$ cat src/rtl/reg_hazard_scheduler_pkg.sv
// Shared definitions for the register hazard scheduler.
//   REG_NUM    : number of architectural registers tracked by the scoreboard
//   IDX_W      : register index width
//   NO_REG     : index value meaning "no register" (never sets, clears or stalls)
//   fwd_sel_e  : operand source select (regfile, execute resA, execute resB)
//   reg_onehot : decodes an index into a one-hot register vector; NO_REG decodes to zero
package reg_hazard_scheduler_pkg;

    localparam int REG_NUM = 31;
    localparam int IDX_W   = 5;
    localparam logic [IDX_W-1:0] NO_REG = 5'd31;

    typedef enum logic [1:0] {
        FWD_RF   = 2'd0,
        FWD_RESA = 2'd1,
        FWD_RESB = 2'd2
    } fwd_sel_e;

    // NO_REG lies outside the busy array, so it decodes to an empty vector.
    // That single rule gives index 31 its "ignored everywhere" behaviour.
    function automatic logic [REG_NUM-1:0] reg_onehot(input logic [IDX_W-1:0] idx);
        logic [REG_NUM-1:0] vec;
        vec = '0;
        for (int i = 0; i < REG_NUM; i++) begin
            if (idx == IDX_W'(i)) begin
                vec[i] = 1'b1;
            end
        end
        return vec;
    endfunction

endpackage

$ cat src/rtl/reg_scoreboard_bank.sv
// Busy-bit array: one pending-write flag per architectural register.
//   clk_i    : core clock
//   rst_i    : asynchronous active-high reset, clears every flag
//   set_i    : registers gaining a new in-flight producer this cycle
//   clr_i    : registers written back this cycle
//   flush_i  : discard all in-flight writes
//   busy_o   : current pending-write flags
module reg_scoreboard_bank
    import reg_hazard_scheduler_pkg::*;
(
    input  logic               clk_i,
    input  logic               rst_i,
    input  logic [REG_NUM-1:0] set_i,
    input  logic [REG_NUM-1:0] clr_i,
    input  logic               flush_i,
    output logic [REG_NUM-1:0] busy_o
);

    logic [REG_NUM-1:0] busy_q;
    logic [REG_NUM-1:0] busy_d;

    genvar gi;
    generate
        for (gi = 0; gi < REG_NUM; gi++) begin : g_bit
            // Set beats clear: a same-cycle issue is a younger producer than
            // the result being written back, so the register stays pending.
            assign busy_d[gi] = flush_i ? 1'b0
                                        : (set_i[gi] | (busy_q[gi] & ~clr_i[gi]));
        end
    endgenerate

    always_ff @(posedge clk_i or posedge rst_i) begin
        if (rst_i) begin
            busy_q <= '0;
        end else begin
            busy_q <= busy_d;
        end
    end

    assign busy_o = busy_q;

endmodule

$ cat src/rtl/reg_hazard_scheduler.sv
// Scoreboard / issue scheduler ahead of the execute-stage bypass network.
//   clk_i          : core clock
//   rst_i          : asynchronous active-high reset
//   issue_valid_i  : decode presents an instruction
//   issue_ready_o  : instruction may issue this cycle (combinational, independent of valid)
//   issue_src_i    : sources A/B/C, packed IDX_W each, A in the low bits; 31 = unused
//   issue_dst_i    : destinations resA/resB, packed, resA low; 31 = unused
//   wb_valid_i     : execute results valid this cycle
//   wb_dst_i       : execute resA/resB targets, packed, resA low; 31 = none
//   flush_i        : discard all in-flight writes, block issue
//   fwd_sel_o      : per-source operand select, 2 bits each, source A low
//   busy_mask_o    : pending-write flag per register
//   stall_cnt_o    : saturating count of stalled cycles
//   hang_err_o     : sticky, set once a stall run reaches HANG_LIMIT
module reg_hazard_scheduler
    import reg_hazard_scheduler_pkg::*;
#(
    parameter int HANG_LIMIT = 1024,
    parameter int CNT_W      = 32
) (
    input  logic                 clk_i,
    input  logic                 rst_i,
    input  logic                 issue_valid_i,
    output logic                 issue_ready_o,
    input  logic [3*IDX_W-1:0]   issue_src_i,
    input  logic [2*IDX_W-1:0]   issue_dst_i,
    input  logic                 wb_valid_i,
    input  logic [2*IDX_W-1:0]   wb_dst_i,
    input  logic                 flush_i,
    output logic [5:0]           fwd_sel_o,
    output logic [REG_NUM-1:0]   busy_mask_o,
    output logic [CNT_W-1:0]     stall_cnt_o,
    output logic                 hang_err_o
);

    localparam int RUN_W = $clog2(HANG_LIMIT + 1);

    logic [IDX_W-1:0]   wb_dst_a;
    logic [IDX_W-1:0]   wb_dst_b;
    logic [REG_NUM-1:0] busy_mask;
    logic [REG_NUM-1:0] wb_clr;
    logic [REG_NUM-1:0] dst_oh [2];
    logic [REG_NUM-1:0] set_vec;
    logic [2:0]         raw_vec;
    logic [1:0]         waw_vec;
    logic               issue_ready;
    logic               fire;
    logic               stall;

    logic [CNT_W-1:0]   stall_cnt_q;
    logic [CNT_W-1:0]   stall_cnt_d;
    logic [RUN_W-1:0]   run_q;
    logic [RUN_W-1:0]   run_d;
    logic               hang_q;
    logic               hang_d;

    assign wb_dst_a = wb_dst_i[0 +: IDX_W];
    assign wb_dst_b = wb_dst_i[IDX_W +: IDX_W];

    // Registers whose pending write lands this cycle.
    assign wb_clr = wb_valid_i ? (reg_onehot(wb_dst_a) | reg_onehot(wb_dst_b)) : '0;

    genvar gi;
    generate
        for (gi = 0; gi < 3; gi++) begin : g_src
            logic [IDX_W-1:0] src;
            logic             used;
            logic             hit_a;
            logic             hit_b;

            assign src   = issue_src_i[gi*IDX_W +: IDX_W];
            assign used  = (src != NO_REG);
            // Forwarding is decided purely by the execute targets; a hit needs
            // no busy bit, and resA takes precedence when both targets match.
            assign hit_a = used && wb_valid_i && (wb_dst_a == src);
            assign hit_b = used && wb_valid_i && (wb_dst_b == src);
            assign fwd_sel_o[gi*2 +: 2] = hit_a ? FWD_RESA : (hit_b ? FWD_RESB : FWD_RF);
            assign raw_vec[gi] = (|(reg_onehot(src) & busy_mask)) && !(hit_a || hit_b);
        end

        for (gi = 0; gi < 2; gi++) begin : g_dst
            assign dst_oh[gi]  = reg_onehot(issue_dst_i[gi*IDX_W +: IDX_W]);
            // A destination retiring this very cycle no longer blocks a new writer.
            assign waw_vec[gi] = |(dst_oh[gi] & busy_mask & ~wb_clr);
        end
    endgenerate

    assign issue_ready = !flush_i && !(|raw_vec) && !(|waw_vec);
    assign fire        = issue_valid_i && issue_ready;
    assign stall       = issue_valid_i && !issue_ready;
    // OR of both one-hots collapses resA==resB into a single busy bit.
    assign set_vec     = fire ? (dst_oh[0] | dst_oh[1]) : '0;

    reg_scoreboard_bank u_bank (
        .clk_i   (clk_i),
        .rst_i   (rst_i),
        .set_i   (set_vec),
        .clr_i   (wb_clr),
        .flush_i (flush_i),
        .busy_o  (busy_mask)
    );

    always_comb begin
        stall_cnt_d = stall_cnt_q;
        run_d       = run_q;
        hang_d      = hang_q;

        if (stall && (stall_cnt_q != {CNT_W{1'b1}})) begin
            stall_cnt_d = stall_cnt_q + CNT_W'(1);
        end

        // The run restarts on any non-stall cycle (fire or idle) and on flush.
        if (!stall || flush_i) begin
            run_d = '0;
        end else begin
            if (run_q == RUN_W'(HANG_LIMIT - 1)) begin
                hang_d = 1'b1;
            end
            if (run_q != RUN_W'(HANG_LIMIT)) begin
                run_d = run_q + RUN_W'(1);
            end
        end
    end

    always_ff @(posedge clk_i or posedge rst_i) begin
        if (rst_i) begin
            stall_cnt_q <= '0;
            run_q       <= '0;
            hang_q      <= 1'b0;
        end else begin
            stall_cnt_q <= stall_cnt_d;
            run_q       <= run_d;
            hang_q      <= hang_d;
        end
    end

    assign issue_ready_o = issue_ready;
    assign busy_mask_o   = busy_mask;
    assign stall_cnt_o   = stall_cnt_q;
    assign hang_err_o    = hang_q;

endmodule
$ cat config.mk
export PLATFORM = sky130hd
export DESIGN_NAME = reg_hazard_scheduler
export DESIGN_NICKNAME = d
export VERILOG_FILES = /design/src/rtl/reg_hazard_scheduler_pkg.sv /design/src/rtl/reg_scoreboard_bank.sv /design/src/rtl/reg_hazard_scheduler.sv
export SDC_FILE = /design/constraint.sdc
export NUM_CORES = 1
export LEC_CHECK = 0
export BUFFER_PORTS_ARGS = -buffer_cell sky130_fd_sc_hd__buf_2
export CORE_MARGIN = 8
export CORE_UTILIZATION = 45
export DETAILED_ROUTE_END_ITERATION = 8
export PLACE_DENSITY_LB_ADDON = 0.12
export SLEW_MARGIN = 10
export SYNTH_ARGS = -nofsm -noshare
export SYNTH_HDL_FRONTEND = slang
export SYNTH_HIERARCHICAL = 1
export SYNTH_SLANG_ARGS = --single-unit
$ cat constraint.sdc
create_clock -name clk_i -period 3.6 [get_ports clk_i]
set_input_delay 0.54 -clock clk_i [delete_from_list [all_inputs] [get_ports clk_i]]
set_output_delay 0.54 -clock clk_i [all_outputs]
set_load 0.005 [all_outputs]
== After elaboration in Yosys (flattened, before gate mapping) ==
Cells that the tools add are included.

* Memories: 0
* Flip-flop bits (word level): 75
* Input port bits: 40
* Bits in writable memories: 0
* Word-level logic and storage cells: 633
* Output and inout bits: 71
* Bits in latches: 0
* ROM bits: 0

* Order comparisons: 0
* $mul: 0
* Shift-type cells: 0
* $add $sub $neg: 2
* Reduce and logical (&&, ||, !) cells: 43
* Equal/unequal tests: 222
* Div/mod/pow operators: 0
* Bitwise operators: 104
* Mux-type cells: 258

{| class="wikitable"
|+ Operators with widths
! kind !! number
|-
| $eq 5x5->1 const B || 105
|-
| $eq 5x4->1 const B || 56
|-
| $mux 1 || 248
|-
| $and 31x31->31 || 7
|-
| $eq 5x3->1 const B || 28
|-
| $reduce_or 31->1 || 3
|-
| $eq 5x2->1 const B || 14
|-
| $mux 31 || 2
|-
| $or 31x31->31 || 2
|-
| $reduce_or 62->1 || 1
|-
| $eq 5x1->1 const B || 7
|-
| $logic_not 5->1 || 7
|-
| $add 32x1->32 const B || 1
|-
| $ne 32x32->1 const B || 1
|-
| $not 1->1 || 32
|-
| $and 1x1->1 || 31
|-
| $not 31->31 || 1
|-
| $or 1x1->1 || 31
|-
| $eq 5x5->1 || 6
|-
| $mux 11 || 2
|-
| $logic_and 1x1->1 || 17
|-
| $ne 5x5->1 const B || 3
|-
| $mux 2 || 6
|-
| $add 11x1->11 const B || 1
|-
| 7 further kinds || 17
|}

== Logic depth before layout (Yosys ltp) ==
Gate-level depths: netlist of the first run.

* Depth in word-level cells: 16
* Mapped depth: 16
* Mapped depth without buffers: 11

== By module ==
Netlist of the first run, hierarchy kept.

{| class="wikitable"
|+ By module, submodules not included
! module !! cells an instance !! area an instance (um2) !! instances
|-
| reg_hazard_scheduler || 742 || 5,507.8 || 1
|-
| reg_scoreboard_bank || 128 || 1,278.7 || 1
|}

== Least setup slack after synthesis of the first run ==
No wires, ideal clock.

* Path kind: input to output
* From: input port wb_dst_i[0]
* To: output port issue_ready_o
* Stages on the path: 12
* Data required time: 3.060 ns
* Data arrival time: 2.838 ns
* Setup slack: 0.222 ns
* Cells stage by stage: buf_2 or3b_4 buf_4 o221ai_2 o32ai_1 a221oi_1 nand4_1 nor3_1 or4b_1 buf_2 clkbuf_1 inv_1

* Word-level cells in the longest chain between the ends: 9
* Elaborated cells between the ends (all ways): 88
* Classes of those cells: eq/ne: 33; mux: 32; bitwise: 4; reduce/logical: 19

{| class="wikitable"
|+ Ends and longest elaborated chain
! item !! line !! source
|-
| start: declaration || reg_hazard_scheduler.sv:28 || <nowiki>input logic [2*IDX_W-1:0] wb_dst_i,</nowiki>
|-
| $eq 5x1->1, or another cell as far along || reg_hazard_scheduler_pkg.sv:25 || <nowiki>if (idx == IDX_W'(i)) begin</nowiki>
|-
| $mux 1 or $logic_and 1x1->1 (tied branches) || reg_hazard_scheduler_pkg.sv:25, reg_hazard_scheduler.sv:75 ||
|-
| $or 31x31->31 or $logic_or 1x1->1 (tied branches) || reg_hazard_scheduler.sv:61, reg_hazard_scheduler.sv:78 ||
|-
| $mux 31 or $logic_not 1->1 (tied branches) || reg_hazard_scheduler.sv:61, reg_hazard_scheduler.sv:78 ||
|-
| $not 31->31 or $logic_and 1x1->1 (tied branches) || reg_hazard_scheduler.sv:84, reg_hazard_scheduler.sv:78 ||
|-
| $and 31x31->31 or $reduce_or 3->1 (tied branches) || reg_hazard_scheduler.sv:84, reg_hazard_scheduler.sv:88 ||
|-
| $reduce_or 62->1 or $logic_not 1->1 (tied branches) || reg_hazard_scheduler.sv:88 || <nowiki>assign issue_ready = !flush_i && !(|raw_vec) && !(|waw_vec);</nowiki>
|-
| $logic_not 1->1 or $logic_and 1x1->1 (tied branches) || reg_hazard_scheduler.sv:88 ||
|-
| $logic_and 1x1->1 * || reg_hazard_scheduler.sv:88 ||
|-
| end: declaration || reg_hazard_scheduler.sv:24 || <nowiki>output logic issue_ready_o,</nowiki>
|}

Every way passes the cells marked *; elsewhere a longest branch is shown, timed or not.

== Worst setup path after layout of the first run ==
* From: input port wb_dst_i[4]
* To: output port issue_ready_o

* Word-level cells in the longest chain between the ends: 9
* Elaborated cells between the ends (all ways): 88
* Classes of those cells: eq/ne: 33; mux: 32; bitwise: 4; reduce/logical: 19

{| class="wikitable"
|+ Ends and longest elaborated chain
! item !! line !! source
|-
| $eq 5x5->1 * || reg_hazard_scheduler_pkg.sv:25 ||
|-
| $mux 1 * || reg_hazard_scheduler_pkg.sv:25 ||
|-
| $or 31x31->31 * || reg_hazard_scheduler.sv:61 || <nowiki>assign wb_clr = wb_valid_i ? (reg_onehot(wb_dst_a) | reg_onehot(wb_dst_b)) : '0;</nowiki>
|-
| $mux 31 * || reg_hazard_scheduler.sv:61 ||
|-
| named net wb_clr[26] || reg_hazard_scheduler.sv:41 || <nowiki>logic [REG_NUM-1:0] wb_clr;</nowiki>
|-
| $not 31->31 * || reg_hazard_scheduler.sv:84 || <nowiki>assign waw_vec[gi] = |(dst_oh[gi] & busy_mask & ~wb_clr);</nowiki>
|-
| $and 31x31->31 || reg_hazard_scheduler.sv:84 ||
|-
| $reduce_or 62->1 * || reg_hazard_scheduler.sv:88 ||
|-
| $logic_not 1->1 * || reg_hazard_scheduler.sv:88 ||
|-
| $logic_and 1x1->1 * || reg_hazard_scheduler.sv:88 ||
|}

The timed path passes the listed nets; every way through them passes the cells marked *.

==> results of run 1 <==
-- logic make-up (layout without fill, tap and decap cells) --
kind of cell	after synthesis	in the layout	share of synthesized area
fa+ha+maj	3	3	0.00553
mux	22	22	0.0332
buf+inv	131	276	0.0876
compound gates	193	193	0.197
xor+xnor	71	71	0.0916
simple gates	375	377	0.309
flops	75	75	0.277
-- flip-flops by register name, indices dropped and copies added, names as in the netlist --
name           flops
stall_cnt_o       32
u_bank/busy_o     31
run_q             11
hang_err_o         1
-- through the flow --
stage                     setup TNS [ns]  instance area (µm²)
after floorplan                        0                 6790
after global placement           -0.0286                 7910
after detailed placement          -0.101                 7910
after CTS                              0                 8200
after global routing                   0                 8420
final                                  0                 8420
-- repair_timing --
item	in CTS	in global routing
buffers inserted	0	6
hold buffers	0	0
pin swaps	0	4
endpoints found under the setup margin	1	1
cloned	0	2
gates resized for setup	1	34
-- per-layer routing --
layer / vias to the layer above / part of all wire / global-route usage
met5: - / 0 / 0
met4: 0 / 0.045 / 0.128
met3: 92 / 0.091 / 0.0726
met2: 372 / 0.43 / 0.395
met1: 3593 / 0.43 / 0.350
li1: 3439 / - / -
-- power breakdown --
part	internal, mW	switching [mW]	leakage (nW)	total (mW)
Sequential	0.882	0.0552	1.04	0.937
Combinational	0.214	0.298	2.21	0.511
Clock	0.479	0.399	0.136	0.878
Total	1.57	0.752	3.38	2.33
-- cell usage in the layout (no fill, tap or decap), drive strengths merged, types with 31 or more instances in the layout --
master,n
inv,55
nand2,68
xnor2,46
nand3,58
nand2b,35
dfrtp,75
a21oi,63
o22ai,45
nor2,46
buf,207
nor3,31
-- layout make-up --
type                    count  area (µm²)
clock buffers               9         225
inverters                  53         199
multi-input cells         666        4500
fillers                  1447        6550
clock inverters             7        60.1
repair buffers            207        1330
well taps                 188         235
flip-flops and latches     75        1880
-- final timing paths --
check	start	endpoint	slack, ns	cells past startpoint
max	wb_dst_i[4]	issue_ready_o	0.12	11
min	rst_i	run_q[1]	0.15	2
max reg2reg	u_bank/busy_o[29]	u_bank/busy_o[27]	0.28	13
min reg2reg	hang_err_o	hang_err_o	0.49	1
max in group asynchronous	rst_i	u_bank/busy_o[22]	2.44	3
min in group clk_i	flush_i	u_bank/busy_o[12]	0.42	2
==> reports/results.tsv, run 1 <==
metric	value	unit
hold_viol	0	
clk_pin_slew	0.07	ns
drive_gt1_frac	0.278	
synth_nets	913	
fin_crit_sh	0.966	
synth_top_area_frac	0.277	
grt_overflow	0	
rsz0062_at_grt	false	
ys_top_cells_by_count	dfrtp_1, nand2_1, nand3_1	
critPathKind	in2out	
yosysSeqAreaShare	0.277	
synth_top_cell_by_area	dfrtp_1	
slowest_stage	or4b_4	
drc	0	
detailedPlace.worstSlack	-0.0293	ns
core	0.0150	mm²
grt_usage	0.266	
cts.sinks	75	
avgViaCountPerCell	6.22	
cellPowerDensity	276	mW/mm²
syn_inst	870	
first_global_vias	7013	
avgRoutedWirePerCell	21.9	µm
leakage	3.38	nW
async_flop_share	1.00	
start_util	0.453	
boundaryPins	111	
tritoncts	built	
slew_viol_final	0	
setup_violations	0	
drt_iter0_markers	757	
relSlewSlack	0.308	
clockRootBuffer	clkbuf_16	
finalClockSkew	0.00688	ns
crit_buf_inv	4	
critPathLaunchType	input pin	
setup_ws	0.124	ns
hold_class	in2async	
cpLargestDelayFamily	simple AND/OR/NAND/NOR gates	
crit_required	3.06	ns
max_stage_delay	0.53	ns
synth_edf_count	0	
grt_max_degree	43	
cpMostUsedCell	buf_2	
final_util	0.562	
syn_area_per_cell	7.80	µm²
vias	7496	
drt-total-wl	26400	µm
htreeDepth	3	
maxCapViolations	0	
die_y	139	µm
min_period	3.48	ns
holdWs	0.151	ns
ant_nets	0	
cts_max_path_buffers	2	
synth_ff_type	dfrtp_1	
tightestPinTransition	1.04	ns
ir_worst_vdd	0.000368	V
num_rows	45	
arrival	2.94	ns
stdcell_count	1205	
fmax	0.288	GHz
grt_first_pass_wirelength	40500	µm
drt_pass1_iterations	5	
areaGrowthSynthToFinish	24.1	%
synth-seq-cells	75	
synth_area	0.00679	mm²
diodes	0	
clk_latency	0.35	ns
port_buffers	110	
layout.nets	1055	
synth.most_common_cell	dfrtp_1	
path_cells	buf_2, buf_4, nand3b_1, o22ai_1, nor2_1, a221oi_1, nand4_1, nor3_2, or4b_4, inv_1, buf_2	
dp.cells	1182	
cts_buffers	9	
gp_congestion	0.997	
crit_path_end_kind	output port	
status	finished, final reports clean	
power	2.33	mW
dieArea	0.0193	mm²
yosys_warnings	6	
die_x	139	µm
synthTopCellsByArea	dfrtp_1, xnor2_1, nand3_1	
antenna_found_initial	0	
dp.final_hpwl	20000	µm
yosysUniqueCellTypes	63	
cp_max_fo	7	
No activity file was read; power rests on OpenSTA's default activity.
==> run 2: changes to the inputs <==
--- a/config.mk
+++ b/config.mk
@@ -7,7 +7,7 @@
 export LEC_CHECK = 0
 export BUFFER_PORTS_ARGS = -buffer_cell sky130_fd_sc_hd__buf_2
 export CORE_MARGIN = 8
-export CORE_UTILIZATION = 45
+export CORE_UTILIZATION = 35
 export DETAILED_ROUTE_END_ITERATION = 8
 export PLACE_DENSITY_LB_ADDON = 0.12
 export SLEW_MARGIN = 10
==> run 2 against run 1 <==
Net effect: sequential cell count unchanged; non-clock buffer count grew 32; critical path depth increased by 1; clock-buffer cell count is the same; first-iteration DRC count down 22%; largest cell class unchanged.
==> reports/results.tsv, run 2 (synthesis gave the netlist of run 1 again) <==
metric	value	unit	change
slew_viol_final	0		unchanged
tightestPinTransition	0.924	ns	was 1.04 ns
critPathLaunchType	input pin		unchanged
cts_hold_buf	0		unchanged
crit_required	3.06	ns	about the same
regArea	0.00188	mm²	unchanged
hold_viol	0		unchanged
vias	7437		was 7496
htreeDepth	3		unchanged
clockRootBuffer	clkbuf_16		unchanged
arrival	3.01	ns	was 2.94 ns
ant_nets	0		unchanged
fmax	0.282	GHz	was 0.288 GHz
wl_met3	2450	µm	was 2410 µm
gp_congestion	0.973		was 0.997
clk_latency	0.35	ns	about the same
crit_path_end_kind	output port		unchanged
setup_violations	0		unchanged
grt_first_pass_wirelength	42600	µm	was 40500 µm
grt_max_degree	45		was 43
grt_overflow	0		unchanged
drive_gt1_frac	0.309		was 0.278
multiInputGateArea	0.00458	mm²	was 0.00450 mm²
ir_worst_vdd	0.000344	V	was 0.000368 V
fillers	2016		was 1447
finalClockSkew	0.0132	ns	was 0.00688 ns
relSlewSlack	0.383		was 0.308
drt_pass1_iterations	5		unchanged
final_cell_mix	buf_4, buf_2, dfrtp_1		was buf_2, buf_4, dfrtp_1
min_period	3.55	ns	was 3.48 ns
drc	0		unchanged
diodes	0		unchanged
tritoncts	built		unchanged
maxCapViolations	0		unchanged
dieArea	0.0241	mm²	was 0.0193 mm²
dr_wl_met2	12600	µm	was 11400 µm
ff2ff_path_depth	11		was 13
port_buffers	110		unchanged
start_util	0.352		was 0.453
clk_pin_slew	0.06	ns	was 0.07 ns
cts.sinks	75		unchanged
drt-total-wl	28400	µm	was 26400 µm
hold_class	in2async		unchanged
areaGrowthSynthToFinish	31.2	%	was 24.1%
cellPowerDensity	276	mW/mm²	about the same
critPathKind	in2out		unchanged
avgRoutedWirePerCell	21.6	µm	was 21.9 µm
holdWs	0.313	ns	was 0.151 ns
final_util	0.462		was 0.562
routedLengthMet1	11800	µm	was 11400 µm
dp.cells	1285		was 1182
stdcell_count	1312		was 1205
grt_usage	0.229		was 0.266
die_y	155	µm	was 139 µm
num_rows	51		was 45
antenna_found_initial	0		unchanged
cp_max_fo	6		was 7
leakage	3.57	nW	was 3.38 nW
cts_max_path_buffers	2		unchanged
boundaryPins	111		unchanged
die_x	155	µm	was 139 µm
first_global_vias	7188		was 7013
highest_layer	met4		unchanged
drt_iter0_markers	592		was 757
core	0.0193	mm²	was 0.0150 mm²
largest_register_ffs	32		unchanged
cts_buffers	9		unchanged
fin_crit_sh	0.985		was 0.966
layout.nets	1085		was 1055
status	finished, final reports clean		unchanged
avgViaCountPerCell	5.67		was 6.22
dp.final_hpwl	21300	µm	was 20000 µm
layout_commonest_cell	buf_4		was buf_2
[run 2: cell count changes in the layout (fill, tap and decap cells not counted), moves of 3 or more]
cell / change
o221ai_4: +3
o221ai_2: -5
buf_4: +29
o22ai_1: -4
buf_6: +5
[run 2: per-stage QoR]
stage | power (mW) | worst slack, ns | cell area (µm²) | TNS (ns)
finish | 2.46 | 0.0525 | 8900 | 0
global route | 2.58 | -0.0160 | 8900 | -0.0160
CTS | 2.45 | 0.000718 | 8590 | 0
detailed placement | 1.46 | -0.383 | 8200 | -7.00
global placement | 1.46 | -0.391 | 8200 | -6.67
floorplan | 1.24 | 0.222 | 6790 | 0
[run 2: layout make-up]
type | count | share of cell area
Multi-Input combinational cell | 664 | 0.515
Tap cell | 265 | 0.0372
Inverter | 53 | 0.0223
Clock inverter | 7 | 0.0110
Clock buffer | 9 | 0.0253
Timing Repair Buffer | 239 | 0.179
Sequential cell | 75 | 0.211
[run 2: report_power, final]
| part | total, mW | leakage, nW | internal, mW | switching, mW |
|---|---|---|---|---|
| clock network | 0.978 | 0.156 | 0.557 | 0.421 |
| logic | 0.542 | 2.38 | 0.232 | 0.310 |
| registers | 0.937 | 1.04 | 0.881 | 0.0561 |
| total | 2.46 | 3.57 | 1.67 | 0.787 |
[run 2: repair_timing]
action | 4_1_cts | 5_1_grt
pin swaps | 1 | 14
gates resized for setup | 14 | 45
buffers inserted | 0 | 11
hold endpoints to repair | 0 | 0
setup endpoints to repair | 2 | 2
[run 2: worst paths after layout]
kind                                  start           endpoint  slack (ns)
min reg2reg                      hang_err_o         hang_err_o        0.47
max in group asynchronous             rst_i    stall_cnt_o[29]        2.61
min in group clk_i               hang_err_o         hang_err_o        0.47
min                                   rst_i   u_bank/busy_o[6]        0.31
max                             wb_dst_i[7]      issue_ready_o        0.05
max reg2reg                u_bank/busy_o[1]  u_bank/busy_o[30]        0.21
[run 2: critical path: stages]
cell and delay [ns]:
buf_6 0.10, or3b_4 0.45, buf_6 0.17, o221ai_4 0.22
o22ai_2 0.12, nor3_2 0.26, nand4_1 0.15, nor3_1 0.20
or4b_4 0.51, buf_6 0.14, inv_1 0.04, buf_2 0.10
[run 2: per-layer routing]
| layer | vias up | global-route usage |
|---|---|---|
| met5 | - | 0 |
| met2 | 355 | 0.351 |
| li1 | 3496 | - |
| met3 | 80 | 0.0485 |
| met4 | 0 | 0.122 |
| met1 | 3506 | 0.297 |
==> run 3: changes to the inputs <==
==> constraint.sdc (replaced) <==
create_clock -name clk_i -period 3.7 [get_ports clk_i]
set_input_delay 0.555 -clock clk_i [delete_from_list [all_inputs] [get_ports clk_i]]
set_output_delay 0.555 -clock clk_i [all_outputs]
set_load 0.005 [all_outputs]
==> run 3 against run 2 <==
Net effect: wire length fell by 0.93%; critical path depth did not move; clock-buffer cell count did not move; sequential share of layout area rose by 0.45 points; register-to-register slack improved by 0.05 ns; via count rose by 0.73%; setup slack improved by 0.13 ns; utilization fell by 0.96 points; clock power fell by 3.4%; power fell by 3.5%; first-iteration DRC count rose by 11%; critical path type unchanged; critical endpoint unchanged; largest cell class unchanged.
==> reports/results.tsv, run 3 (synthesis gave the netlist of run 1 again) <==
metric	value	unit	change
holdWs	0.325	ns	was 0.313 ns
port_buffers	110		unchanged
drt_iter0_markers	656		was 592
grt_usage	0.226		was 0.229
cts.sinks	75		unchanged
final_cell_mix	buf_2, buf_4, dfrtp_1		was buf_4, buf_2, dfrtp_1
crit_required	3.14	ns	was 3.06 ns
crit_path_end_kind	output port		unchanged
layout.nets	1066		was 1085
avgViaCountPerCell	5.79		was 5.67
cts_hold_buf	0		unchanged
grt_overflow	0		unchanged
setup_violations	0		unchanged
diodes	0		unchanged
die_x	155	µm	unchanged
place_area	0.00805	mm²	was 0.00820 mm²
arrival	2.96	ns	was 3.01 ns
cp_max_fo	9		was 6
cpLargestDelayFamily	simple AND/OR/NAND/NOR gates		unchanged
status	finished, final reports clean		unchanged
num_rows	51		unchanged
grt_first_pass_wirelength	42500	µm	was 42600 µm
htreeDepth	3		unchanged
drc	0		unchanged
cellPowerDensity	272	mW/mm²	was 276 mW/mm²
ant_nets	0		unchanged
fmax	0.284	GHz	
min_period	3.52	ns	
hold_class	in2async		unchanged
slew_viol_final	0		unchanged
relSlewSlack	0.374		was 0.383
dieArea	0.0241	mm²	unchanged
crit_buf_inv	5		unchanged
finalClockSkew	0.0108	ns	was 0.0132 ns
core	0.0193	mm²	unchanged
layout_commonest_cell	buf_2		was buf_4
vias	7491		was 7437
leakage	3.47	nW	was 3.57 nW
gp_congestion	0.943		was 0.973
maxCapViolations	0		unchanged
fillers	2011		was 2016
drt-total-wl	28100	µm	was 28400 µm
start_util	0.352		unchanged
first_global_vias	7238		was 7188
detailedPlace.worstSlack	-0.146	ns	was -0.383 ns
drt_pass1_iterations	5		unchanged
cts_buffers	9		unchanged
critPathKind	in2out		unchanged
critPathLaunchType	input pin		unchanged
antenna_found_initial	0		unchanged
avgRoutedWirePerCell	21.7	µm	was 21.6 µm
max_stage_delay	0.53	ns	was 0.51 ns
cpMostUsedCell	buf_4		was buf_6
drive_gt1_frac	0.296		was 0.309
largest_register_ffs	32		unchanged
rsz0062_at_grt	false		
ir_worst_vdd	0.000236	V	was 0.000344 V
boundaryPins	111		unchanged
path_cells	buf_4, buf_4, nand3b_1, buf_4, o22ai_2, nor2_1, a221oi_2, nand4_1, nor3_2, or4b_4, inv_1, buf_2		was buf_6, or3b_4, buf_6, o221ai_4, o22ai_2, nor3_2, nand4_1, nor3_1, or4b_4, buf_6, inv_1, buf_2
clk_latency	0.35	ns	about the same
die_y	155	µm	unchanged
cts_max_path_buffers	2		unchanged
stdcell_area	0.00872	mm²	was 0.00890 mm²
hold_viol	0		unchanged
areaGrowthSynthToFinish	28.5	%	was 31.2%
setup-tns-final	0	ns	unchanged
grt_max_degree	45		unchanged
tritoncts	built		unchanged
fin_crit_sh	0.951		
dp.final_hpwl	21000	µm	was 21300 µm
clockRootBuffer	clkbuf_16		unchanged
setup_ws	0.183	ns	was 0.0525 ns
slowest_stage	or4b_4		unchanged
clk_pin_slew	0.07	ns	was 0.06 ns
tightestPinTransition	0.937	ns	was 0.924 ns
-- run 3: cell types whose count changed in the layout (fill, tap and decap cells not counted), sizes merged --
cell / before / now
clkbuf: 9 / 11
or3b: 10 / 12
buf: 239 / 216
inv: 55 / 59
clkinv: 4 / 0
-- run 3: worst paths after layout --
kind	startpoint	endpoint	slack (ns)	cells after the start
worst min-delay path	rst_i	u_bank/busy_o[18]	0.33	3
min in group clk_i	hang_err_o	hang_err_o	0.48	1
max in group asynchronous	rst_i	stall_cnt_o[21]	2.68	2
worst max-delay path	wb_valid_i	issue_ready_o	0.18	12
worst max register to register	u_bank/busy_o[29]	u_bank/busy_o[30]	0.26	12
worst min register to register	hang_err_o	hang_err_o	0.48	1
-- run 3: final cells by class --
cell class	instances	area (µm²)	area share
multi-input cells	666	4590	0.527
repair buffers	218	1410	0.161
inverters	53	199	0.0228
flip-flops and latches	75	1880	0.215
clock inverters	7	87.6	0.0100
well taps	265	332	0.0380
clock buffers	9	225	0.0258
-- run 3: routing by layer --
metal | up-vias | share of wire | GRT usage
met4 | 0 | 0.044 | 0.101
met2 | 386 | 0.45 | 0.352
li1 | 3464 | - | -
met5 | - | 0 | 0
met3 | 75 | 0.078 | 0.0413
met1 | 3566 | 0.43 | 0.301
-- run 3: timing repair --
item,in CTS,in global routing
gates resized for setup,6,47
hold endpoints to repair,0,0
setup endpoints to repair,1,2
setup buffers,0,9
pin swaps,0,10
cloned,0,2
-- run 3: metrics by stage --
| step | total power, mW | cells | util |
|---|---|---|---|
| floorplan | 1.21 | 870 | - |
| global placement | 1.41 | 1267 | 0.418 |
| detailed placement | 1.41 | 1267 | 0.418 |
| CTS | 2.37 | 1283 | 0.436 |
| global route | 2.48 | 1293 | 0.452 |
| finish | 2.37 | 1293 | 0.452 |
-- run 3: report_power, final --
part | switching [mW] | internal [mW] | total [mW]
Combinational | 0.298 | 0.211 | 0.509
Clock | 0.403 | 0.542 | 0.945
Sequential | 0.0600 | 0.857 | 0.917
-- run 3: worst min-delay path: stages --
cell   delay (ns)
buf_2        0.12
inv_1        0.05
buf_4        0.38
